--- src/rtl/fir_serial_mac_pkg.sv ---
// Shared FSM state encoding and sizing helpers for the serial-MAC FIR filter.
package fir_serial_mac_pkg;

  typedef enum logic [1:0] {
    ST_IDLE  = 2'd0,
    ST_MAC   = 2'd1,
    ST_ROUND = 2'd2,
    ST_OUT   = 2'd3
  } fir_state_e;

  // Ceiling log2 with a floor of one bit so single-entry ranges still get a real vector.
  function automatic int unsigned fir_clog2(input int unsigned value);
    int unsigned width;
    width = 1;
    for (int unsigned w = 1; w < 32; w++) begin
      if ((64'd1 << w) < 64'(value)) width = w + 1;
    end
    return width;
  endfunction

  // Accumulator width: full product, growth over all taps, plus one bit for the fold pre-adder.
  function automatic int unsigned fir_acc_w(input int unsigned data_w,
                                            input int unsigned coef_w,
                                            input int unsigned taps);
    return data_w + coef_w + fir_clog2(taps) + 1;
  endfunction

endpackage

--- src/rtl/fir_serial_mac_mac_unit.sv ---
// Single shared multiplier feeding a clearable, enabled accumulator register.
module fir_serial_mac_mac_unit #(
  parameter int unsigned A_W   = 16,
  parameter int unsigned B_W   = 16,
  parameter int unsigned ACC_W = 38
) (
  input  logic             clk,
  input  logic             rst,
  input  logic             clr,
  input  logic             en,
  input  logic [A_W-1:0]   a,
  input  logic [B_W-1:0]   b,
  output logic [ACC_W-1:0] acc
);

  localparam int unsigned PROD_W = A_W + B_W;

  logic [PROD_W-1:0] prod_c;
  logic [ACC_W-1:0]  acc_q;
  logic [ACC_W-1:0]  acc_d;

  // Clear has priority so a new computation never inherits a stale product.
  always_comb begin : acc_next
    prod_c = PROD_W'(a) * PROD_W'(b);
    acc_d  = acc_q;
    if (clr) begin
      acc_d = '0;
    end else if (en) begin
      acc_d = acc_q + ACC_W'(prod_c);
    end
  end

  always_ff @(posedge clk) begin : acc_reg
    if (rst) begin
      acc_q <= '0;
    end else begin
      acc_q <= acc_d;
    end
  end

  assign acc = acc_q;

endmodule

--- src/rtl/fir_serial_mac.sv ---
// Resource-shared FIR: one multiplier and accumulator time-multiplexed over all taps.
// Build option: define SYMMETRIC_FOLD_EN for even-symmetric coefficients with a pre-adder.
module fir_serial_mac
  import fir_serial_mac_pkg::*;
#(
  parameter int unsigned DATA_W    = 16,
  parameter int unsigned COEF_W    = 16,
  parameter int unsigned TAPS      = 19,
  parameter int unsigned OUT_SHIFT = 17
) (
  input  logic                       CLK,
  input  logic                       RST,
  input  logic                       IN_VALID,
  output logic                       IN_READY,
  input  logic [DATA_W-1:0]          IN_DATA,
  input  logic                       COEF_WE,
  input  logic [fir_clog2(TAPS)-1:0] COEF_ADDR,
  input  logic [COEF_W-1:0]          COEF_DATA,
  output logic                       OUT_VALID,
  input  logic                       OUT_READY,
  output logic [DATA_W-1:0]          OUT_DATA
);

  localparam int unsigned AW    = fir_clog2(TAPS);
  localparam int unsigned ACC_W = fir_acc_w(DATA_W, COEF_W, TAPS);
  localparam int unsigned SUM_W = ACC_W + 1;
`ifdef SYMMETRIC_FOLD_EN
  localparam int unsigned NCOEF = (TAPS + 1) / 2;
  localparam int unsigned XW    = DATA_W + 1;
`else
  localparam int unsigned NCOEF = TAPS;
  localparam int unsigned XW    = DATA_W;
`endif
  localparam int unsigned CW    = fir_clog2(NCOEF + 1);
  localparam int unsigned PW    = fir_clog2(TAPS);
  localparam int unsigned RND_POS = (OUT_SHIFT == 0) ? 0 : OUT_SHIFT - 1;
  localparam logic [SUM_W-1:0] RND_HALF = (OUT_SHIFT == 0) ? '0 : (SUM_W'(1) << RND_POS);

  fir_state_e        state_q, state_d;
  logic [DATA_W-1:0] x_q    [TAPS];
  logic [DATA_W-1:0] x_d    [TAPS];
  logic [COEF_W-1:0] coef_q [NCOEF];
  logic [COEF_W-1:0] coef_d [NCOEF];
  logic [CW-1:0]     tap_q, tap_d;
  logic [PW-1:0]     prime_q, prime_d;
  logic [XW-1:0]     op_x_q, op_x_d;
  logic [COEF_W-1:0] op_c_q, op_c_d;
  logic              op_v_q, op_v_d;
  logic              in_ready_q, in_ready_d;
  logic              out_valid_q, out_valid_d;
  logic [DATA_W-1:0] out_data_q, out_data_d;

  logic              accept_c;
  logic              mac_clr_c;
  logic [ACC_W-1:0]  acc;
  logic [SUM_W-1:0]  rnd_sum_c;
  logic [SUM_W-1:0]  rnd_shr_c;
  logic [DATA_W-1:0] sat_c;

  // Operand fetch for the current tap; registered so the wide delay-line mux is off the multiplier path.
  always_comb begin : fetch
    op_x_d = '0;
    op_c_d = '0;
    for (int unsigned k = 0; k < NCOEF; k++) begin
      if (tap_q == CW'(k)) begin
        op_c_d = coef_q[k];
`ifdef SYMMETRIC_FOLD_EN
        if (2 * k + 1 == TAPS) begin
          op_x_d = XW'(x_q[k]);
        end else begin
          op_x_d = XW'(x_q[k]) + XW'(x_q[TAPS-1-k]);
        end
`else
        op_x_d = x_q[k];
`endif
      end
    end
  end

  fir_serial_mac_mac_unit #(
    .A_W   (XW),
    .B_W   (COEF_W),
    .ACC_W (ACC_W)
  ) u_mac (
    .clk (CLK),
    .rst (RST),
    .clr (mac_clr_c),
    .en  (op_v_q),
    .a   (op_x_q),
    .b   (op_c_q),
    .acc (acc)
  );

  // Round half-up, shift down, clamp to all-ones on overflow.
  always_comb begin : round_sat
    rnd_sum_c = SUM_W'(acc) + RND_HALF;
    rnd_shr_c = rnd_sum_c >> OUT_SHIFT;
    sat_c     = rnd_shr_c[DATA_W-1:0];
    if (|rnd_shr_c[SUM_W-1:DATA_W]) begin
      sat_c = '1;
    end
  end

  // MAC state issues NCOEF fetches plus one drain cycle while the last product lands.
  always_comb begin : fsm
    state_d     = state_q;
    x_d         = x_q;
    coef_d      = coef_q;
    tap_d       = tap_q;
    prime_d     = prime_q;
    out_valid_d = out_valid_q;
    out_data_d  = out_data_q;
    mac_clr_c   = 1'b0;
    accept_c    = in_ready_q && IN_VALID;

    case (state_q)
      ST_IDLE: begin
        if (accept_c) begin
          for (int unsigned i = TAPS - 1; i > 0; i--) begin
            x_d[i] = x_q[i-1];
          end
          x_d[0]    = IN_DATA;
          tap_d     = '0;
          mac_clr_c = 1'b1;
          state_d   = ST_MAC;
        end else if (COEF_WE) begin
          for (int unsigned k = 0; k < NCOEF; k++) begin
            if (COEF_ADDR == AW'(k)) coef_d[k] = COEF_DATA;
          end
        end
      end
      ST_MAC: begin
        if (tap_q == CW'(NCOEF)) begin
          state_d = ST_ROUND;
        end else begin
          tap_d = tap_q + CW'(1);
        end
      end
      ST_ROUND: begin
        if (prime_q < PW'(TAPS - 1)) begin
          prime_d = prime_q + PW'(1);
          state_d = ST_IDLE;
        end else begin
          out_data_d  = sat_c;
          out_valid_d = 1'b1;
          state_d     = ST_OUT;
        end
      end
      ST_OUT: begin
        if (OUT_READY) begin
          out_valid_d = 1'b0;
          state_d     = ST_IDLE;
        end
      end
      default: state_d = ST_IDLE;
    endcase

    in_ready_d = (state_d == ST_IDLE);
    op_v_d     = (state_q == ST_MAC) && (tap_q != CW'(NCOEF));
  end

  always_ff @(posedge CLK) begin : regs
    if (RST) begin
      state_q     <= ST_IDLE;
      tap_q       <= '0;
      prime_q     <= '0;
      op_x_q      <= '0;
      op_c_q      <= '0;
      op_v_q      <= 1'b0;
      in_ready_q  <= 1'b1;
      out_valid_q <= 1'b0;
      out_data_q  <= '0;
      for (int unsigned i = 0; i < TAPS; i++) x_q[i] <= '0;
      for (int unsigned i = 0; i < NCOEF; i++) coef_q[i] <= '0;
    end else begin
      state_q     <= state_d;
      tap_q       <= tap_d;
      prime_q     <= prime_d;
      op_x_q      <= op_x_d;
      op_c_q      <= op_c_d;
      op_v_q      <= op_v_d;
      in_ready_q  <= in_ready_d;
      out_valid_q <= out_valid_d;
      out_data_q  <= out_data_d;
      x_q         <= x_d;
      coef_q      <= coef_d;
    end
  end

  assign IN_READY  = in_ready_q;
  assign OUT_VALID = out_valid_q;
  assign OUT_DATA  = out_data_q;

endmodule

--- config.mk ---
export PLATFORM = sky130hd
export DESIGN_NAME = fir_serial_mac
export DESIGN_NICKNAME = d
export VERILOG_FILES = /design/src/rtl/fir_serial_mac_pkg.sv /design/src/rtl/fir_serial_mac_mac_unit.sv /design/src/rtl/fir_serial_mac.sv
export SDC_FILE = /design/constraint.sdc
export NUM_CORES = 2
export LEC_CHECK = 0
export CAP_MARGIN = 20
export CORE_ASPECT_RATIO = 1.4
export CORE_UTILIZATION = 40
export CTS_BUF_LIST = sky130_fd_sc_hd__clkbuf_16
export DETAILED_ROUTE_END_ITERATION = 6
export PLACE_DENSITY_LB_ADDON = 0.3
export SYNTH_ARGS = -nofsm -noshare
export SYNTH_HDL_FRONTEND = slang
export SYNTH_SLANG_ARGS = --single-unit
--- constraint.sdc ---
create_clock -name CLK -period 6.1 [get_ports CLK]
set_input_delay 0.61 -clock CLK [delete_from_list [all_inputs] [get_ports CLK]]
set_output_delay 0.61 -clock CLK [all_outputs]
set_load 0.01 [all_outputs]
== Word level (Yosys, flattened, before mapping) ==
Index checks and enable logic that the tools add are counted.

* Latch bits: 0
* Bits in registers: 709
* Memory bits (writable): 0
* Logic and storage cells: 187
* Memories kept: 0
* Output and inout bits: 18
* Input port bits: 42
* Bits in read-only memories: 0

* Shift operators: 0
* $mul: 1
* $add $sub $neg: 4
* Div/mod/pow operators: 0
* Eq/ne operators: 45
* Bitwise operators: 2
* Muxes and demuxes: 52
* Order comparisons: 1
* Reduce and logical (&&, ||, !) cells: 34

{| class="wikitable"
|+ Operator list
! cell !! number
|-
| 16-bit two-way mux || 39
|-
| 5-bit by 4-bit equality test with 1-bit output (second input constant) || 16
|-
| 4-bit AND reduction || 19
|-
| 5-bit by 3-bit equality test with 1-bit output (second input constant) || 8
|-
| 38-bit by 17-bit adder with 39-bit output (second input constant) || 1
|-
| 38-bit by 32-bit adder with 38-bit output || 1
|-
| 5-bit equality test (second input constant) || 7
|-
| 16-bit by 16-bit multiplier with 32-bit output || 1
|-
| 5-bit by 2-bit equality test with 1-bit output (second input constant) || 4
|-
| 5-bit by 1-bit adder with 5-bit output (second input constant) || 2
|-
| 5-bit by 1-bit equality test with 1-bit output (second input constant) || 2
|-
| 5-bit logical NOT || 2
|-
| 5-bit two-way mux || 2
|-
| 5-bit case mux with 2 select lines || 1
|-
| 2-bit two-way mux || 4
|-
| 2-bit != test (second input constant) || 4
|-
| 2-bit case mux with 4 select lines || 1
|-
| 2-bit AND reduction || 3
|-
| 3-bit AND reduction || 2
|-
| 6-bit OR reduction || 1
|-
| 5-bit < comparator (second input constant) || 1
|-
| 5-bit != test (second input constant) || 1
|-
| 2-bit equality test (second input constant) || 2
|-
| 2-bit logical NOT || 2
|-
| other kinds (7) || 13
|}

== Depth between registers and ports, before layout ==
* Depth in word-level cells: 20
* Depth in mapped cells: 23

== By module ==
From an unflattened synthesis, not the netlist that was laid out.

* Cells, all modules: 4872
* Area, all modules: 40247.4 µm²

{| class="wikitable"
|+ By module, submodules not included
! module !! cells each !! times used !! area each (µm²)
|-
| fir_serial_mac || 3539 || 1 || 28937.8
|-
| fir_serial_mac_mac_unit || 1333 || 1 || 11309.6
|}

== Least setup slack after synthesis ==
No wires, ideal clock.

* Path type: register to register
* Start point: register op_x_q[14]
* End point: register u_mac.acc_q[36], in the netlist u_mac.acc[36]
* Clock period less this slack: 5.802 ns
* Data required time: 6.028 ns
* Stages on the path, launching flop included: 23
* Path slack: 0.298 ns
* Setup time: 0.072 ns
* Arrival time: 5.730 ns
* Buffers on the path: 1
* Cell sequence: dfxtp_1 -> clkbuf_1 -> nand2_1 -> fa_1 -> inv_1 -> fa_1 -> inv_1 -> fa_1 -> inv_1 -> fa_1 -> fa_1 -> inv_1 -> fa_1 -> inv_1 -> ha_1 -> nand3_1 -> a211oi_1 -> o21ai_0 -> a2111o_1 -> a31oi_1 -> o21ai_0 -> o22ai_1 -> mux2i_1

* Cells in the longest elaborated chain, start to end: 2

{| class="wikitable"
|+ RTL lines
! item !! RTL line !! source
|-
| start, declared || fir_serial_mac.sv:46 || <nowiki>logic [XW-1:0] op_x_q, op_x_d;</nowiki>
|-
| start signal, assigned || fir_serial_mac.sv:179 || <nowiki>op_x_q <= op_x_d;</nowiki>
|-
| 16-bit by 16-bit multiplier with 32-bit output || fir_serial_mac_mac_unit.sv:24 || <nowiki>prod_c = PROD_W'(a) * PROD_W'(b);</nowiki>
|-
| 38-bit by 32-bit adder with 38-bit output || fir_serial_mac_mac_unit.sv:29 || <nowiki>acc_d = acc_q + ACC_W'(prod_c);</nowiki>
|-
| end signal, assigned || fir_serial_mac_mac_unit.sv:35 || <nowiki>acc_q <= '0;</nowiki>
|-
| end signal, assigned || fir_serial_mac_mac_unit.sv:37 || <nowiki>acc_q <= acc_d;</nowiki>
|-
| end, declared || fir_serial_mac_mac_unit.sv:19 || <nowiki>logic [ACC_W-1:0] acc_q;</nowiki>
|}

No other way between the ends.
A chain may end at the register's enable or synchronous reset.

== Final worst setup path ==
* Start point: register op_c_q[8]
* End point: register u_mac.acc_q[30], in the netlist u_mac.acc[30]

* Cells in the longest elaborated chain, start to end: 2

{| class="wikitable"
|+ RTL lines
! item !! RTL line !! source
|-
| start, declared || fir_serial_mac.sv:47 || <nowiki>logic [COEF_W-1:0] op_c_q, op_c_d;</nowiki>
|-
| start signal, assigned || fir_serial_mac.sv:180 || <nowiki>op_c_q <= op_c_d;</nowiki>
|-
| 16-bit by 16-bit multiplier with 32-bit output || fir_serial_mac_mac_unit.sv:24 ||
|-
| 38-bit by 32-bit adder with 38-bit output || fir_serial_mac_mac_unit.sv:29 ||
|}

No other way between the ends.

==> run metrics <==
ranking of synthesized cells by area=dfxtp_1, nand2_1, fa_1; Final Hold Fails=0; most common cell in the netlist=nand2_1; ratio of cells with drive above 1 in the final layout=0.0663; Max Slew Vio Count=0; Stages on worst setup path=22; ANT nets after route=0; R2R depth=22; GR Util met1=0.287; worst skew pair latency=0.64 ns; nets@finish=5381; EDFF count, synth=0; WS Path Type=reg -> reg; Post-Layout Inst Area=44500 um^2; Main synth FF type=dfxtp_1; post-DP HPWL=84800 um; PD cells=222 nW/um^2; hold buffers post-CTS=0; post-synthesis async set-or-reset flop share=0; TritonRoute pass-1 iters=6; status=finished, final reports clean; gpl congestion=0.888; synth warn=0; syn avg cell area=7.85 um^2; GRT overflow=0; Starting DRT DRC Count=3232; DRT Wirelength=120000 um; core area=98400 um^2; largest area contributor in the netlist=dfxtp_1; switching share of power=0.243; Slew headroom=0.185; sw power=2.40 mW; met3 Use GR=0.0283; max-cap violations=0; wire per inst=18.9 um; crit share post-route=0.963; Layout area overhead=12.0%; critical-path cell list=buf_12 > nand2_1 > fa_1 > inv_1 > fa_1 > inv_1 > fa_1 > inv_1 > fa_1 > inv_1 > fa_1 > inv_1 > fa_1 > ha_4 > buf_4 > and3_1 > a31oi_2 > nand2_1 > a221o_1 > a21oi_1 > mux2_2 > o31ai_1; fill count=9963; Reg clk slew, reported paths=0.06 ns; worst-case clock buffer depth=3; Worst setup SP type=flop; Worst setup EP type=flop; initial antenna violation count=2; starting density of the core=0.404; CP arrival=6.41 ns; number of global-route vias before repair=33100; setup_tns=0 ns; num ports=60; worst slew pin tran=1.22 ns; synthesized area=39800 um^2; Yosys reg bits=709; Synth Net Count=5452; final period demand of the worst path=5.88 ns; largest net degree at the start of global routing=181; vias per cell=5.44; Unique masters post-synth=91; Port Buf Inserts=59; Int Power=7.49 mW; DRC=0; all-layer global routing usage=0.236; sequential share of the synthesized area=0.357; post-place instance area=41900 um^2; Power Total=9.89 mW; Antenna diodes=0; CTS tree=built; Yosys top cell area share=0.357; worst vdd ir=0.223 mV; f_max=170 MHz; root buffer cell=clkbuf_16; TritonCTS buffer count=77; die area=101000 um^2; HP Class=in -> reg; CP delay by family, top=adder cells; P_leak=16.8 nW; Synth top cells by count=nand2_1, dfxtp_1, a21oi_1; FP Rows=136; cells after synthesis=5067; setup bufs post-CTS=0; CP max-delay cell=fa_1; Worst EP required=6.63 ns; combinational share of power=0.053; CP most frequent cell=fa_1; Final Skew=0.0194 ns; clock power share=0.474; slowest stage delay, CP=0.53 ns; Finish-stage setup viols=0; crit-path max FO=16; RSZ-0062 raised after global routing=no; H-Tree Depth=3; CP bufs+invs=7; die height=375 um; Sequential Power Share=0.474; M2 GR Usage=0.415; routed vias=34600; hold depth=2; clock sink total=709; Die X=268 um; global routing's busiest layer=met2; first-pass GRT wire length=188000 um
## placed cells by master (no fill, tap or decap), drive strengths merged, types with 117 or more instances in the layout
| cell | synthesis | layout |
|---|---|---|
| nor2 | 252 | 252 |
| a21oi | 646 | 646 |
| dfxtp | 709 | 709 |
| and2 | 117 | 117 |
| buf | 62 | 159 |
| ha | 117 | 117 |
| nand2 | 1397 | 1397 |
| fa | 226 | 226 |
| o21ai | 121 | 121 |
| inv | 348 | 367 |
## final cells by class
type,instances,area (um^2),area share
clock buffers,80,2000,0.0449
clock inverters,54,467,0.0105
inverters,349,1310,0.0294
multi-input cells,3642,23000,0.516
flip-flops and latches,709,14200,0.319
well taps,1311,1640,0.0368
repair buffers,217,1920,0.0431
## worst register-to-register path: stages (launching register included)
cell and delay [ns]:
dfxtp_1 0.35, buf_12 0.15, nand2_1 0.09, fa_1 0.52
inv_1 0.06, fa_1 0.50, inv_1 0.06, fa_1 0.53
inv_1 0.05, fa_1 0.48, inv_1 0.05, fa_1 0.47
inv_1 0.05, fa_1 0.52, ha_4 0.21, buf_4 0.13
and3_1 0.16, a31oi_2 0.28, nand2_1 0.21, a221o_1 0.34
a21oi_1 0.16, mux2_2 0.35, o31ai_1 0.06
## routing by layer
metal,share of wire,wire (um)
met1,0.41,49400
met3,0.046,5580
met2,0.50,60500
met4,0.042,5020
met5,0.00011,13
## worst paths after layout
path                         to  slack [ns]        start
hold reg to reg     coef_q[223]        0.45  coef_q[223]
setup reg to reg  u_mac.acc[30]        0.22    op_c_q[8]
setup / recovery  u_mac.acc[30]        0.22    op_c_q[8]
hold / removal      coef_q[175]        0.43          RST
## power groups by stage
stage | clock network (mW) | registers (mW) | logic (mW)
after CTS | 4.76 | 4.69 | 0.514
after global routing | 4.94 | 4.69 | 0.555
after floorplan | 0 | 4.78 | 0.329
after global placement | 0 | 4.79 | 0.511
after detailed placement | 0 | 4.79 | 0.513
final | 4.69 | 4.69 | 0.519
## kinds of logic (layout without fill, tap and decap cells)
family	Yosys count	count (layout)	synth area share
mux	92	92	0.0233
flops	709	709	0.357
xor+xnor	34	34	0.00749
fa+ha+maj	343	343	0.151
compound gates	1166	1166	0.178
buf+inv	716	700	0.0708
simple gates	2007	2007	0.213
## stage by stage
stage / setup WS (ns) / std cells / hold slack (ns) / utilization
6_report: 0.224 / 6362 / 0.428 / 0.453
5_1_grt: 0.000629 / 6362 / 0.446 / 0.453
4_1_cts: 0.00685 / 6361 / 0.401 / 0.452
3_5_place_dp: -0.0913 / 6227 / 0.443 / 0.426
3_3_place_gp: 0.0608 / 6223 / 0.439 / 0.426
2_1_floorplan: 0.298 / 5067 / 0.432 / -
## repair_timing
action                     4_1_cts  5_1_grt
hold endpoints to repair         0        0
pin swaps                        0        2
resized for setup                3       31
setup endpoints to repair        3       18
Power figures use the tool's default switching activity.
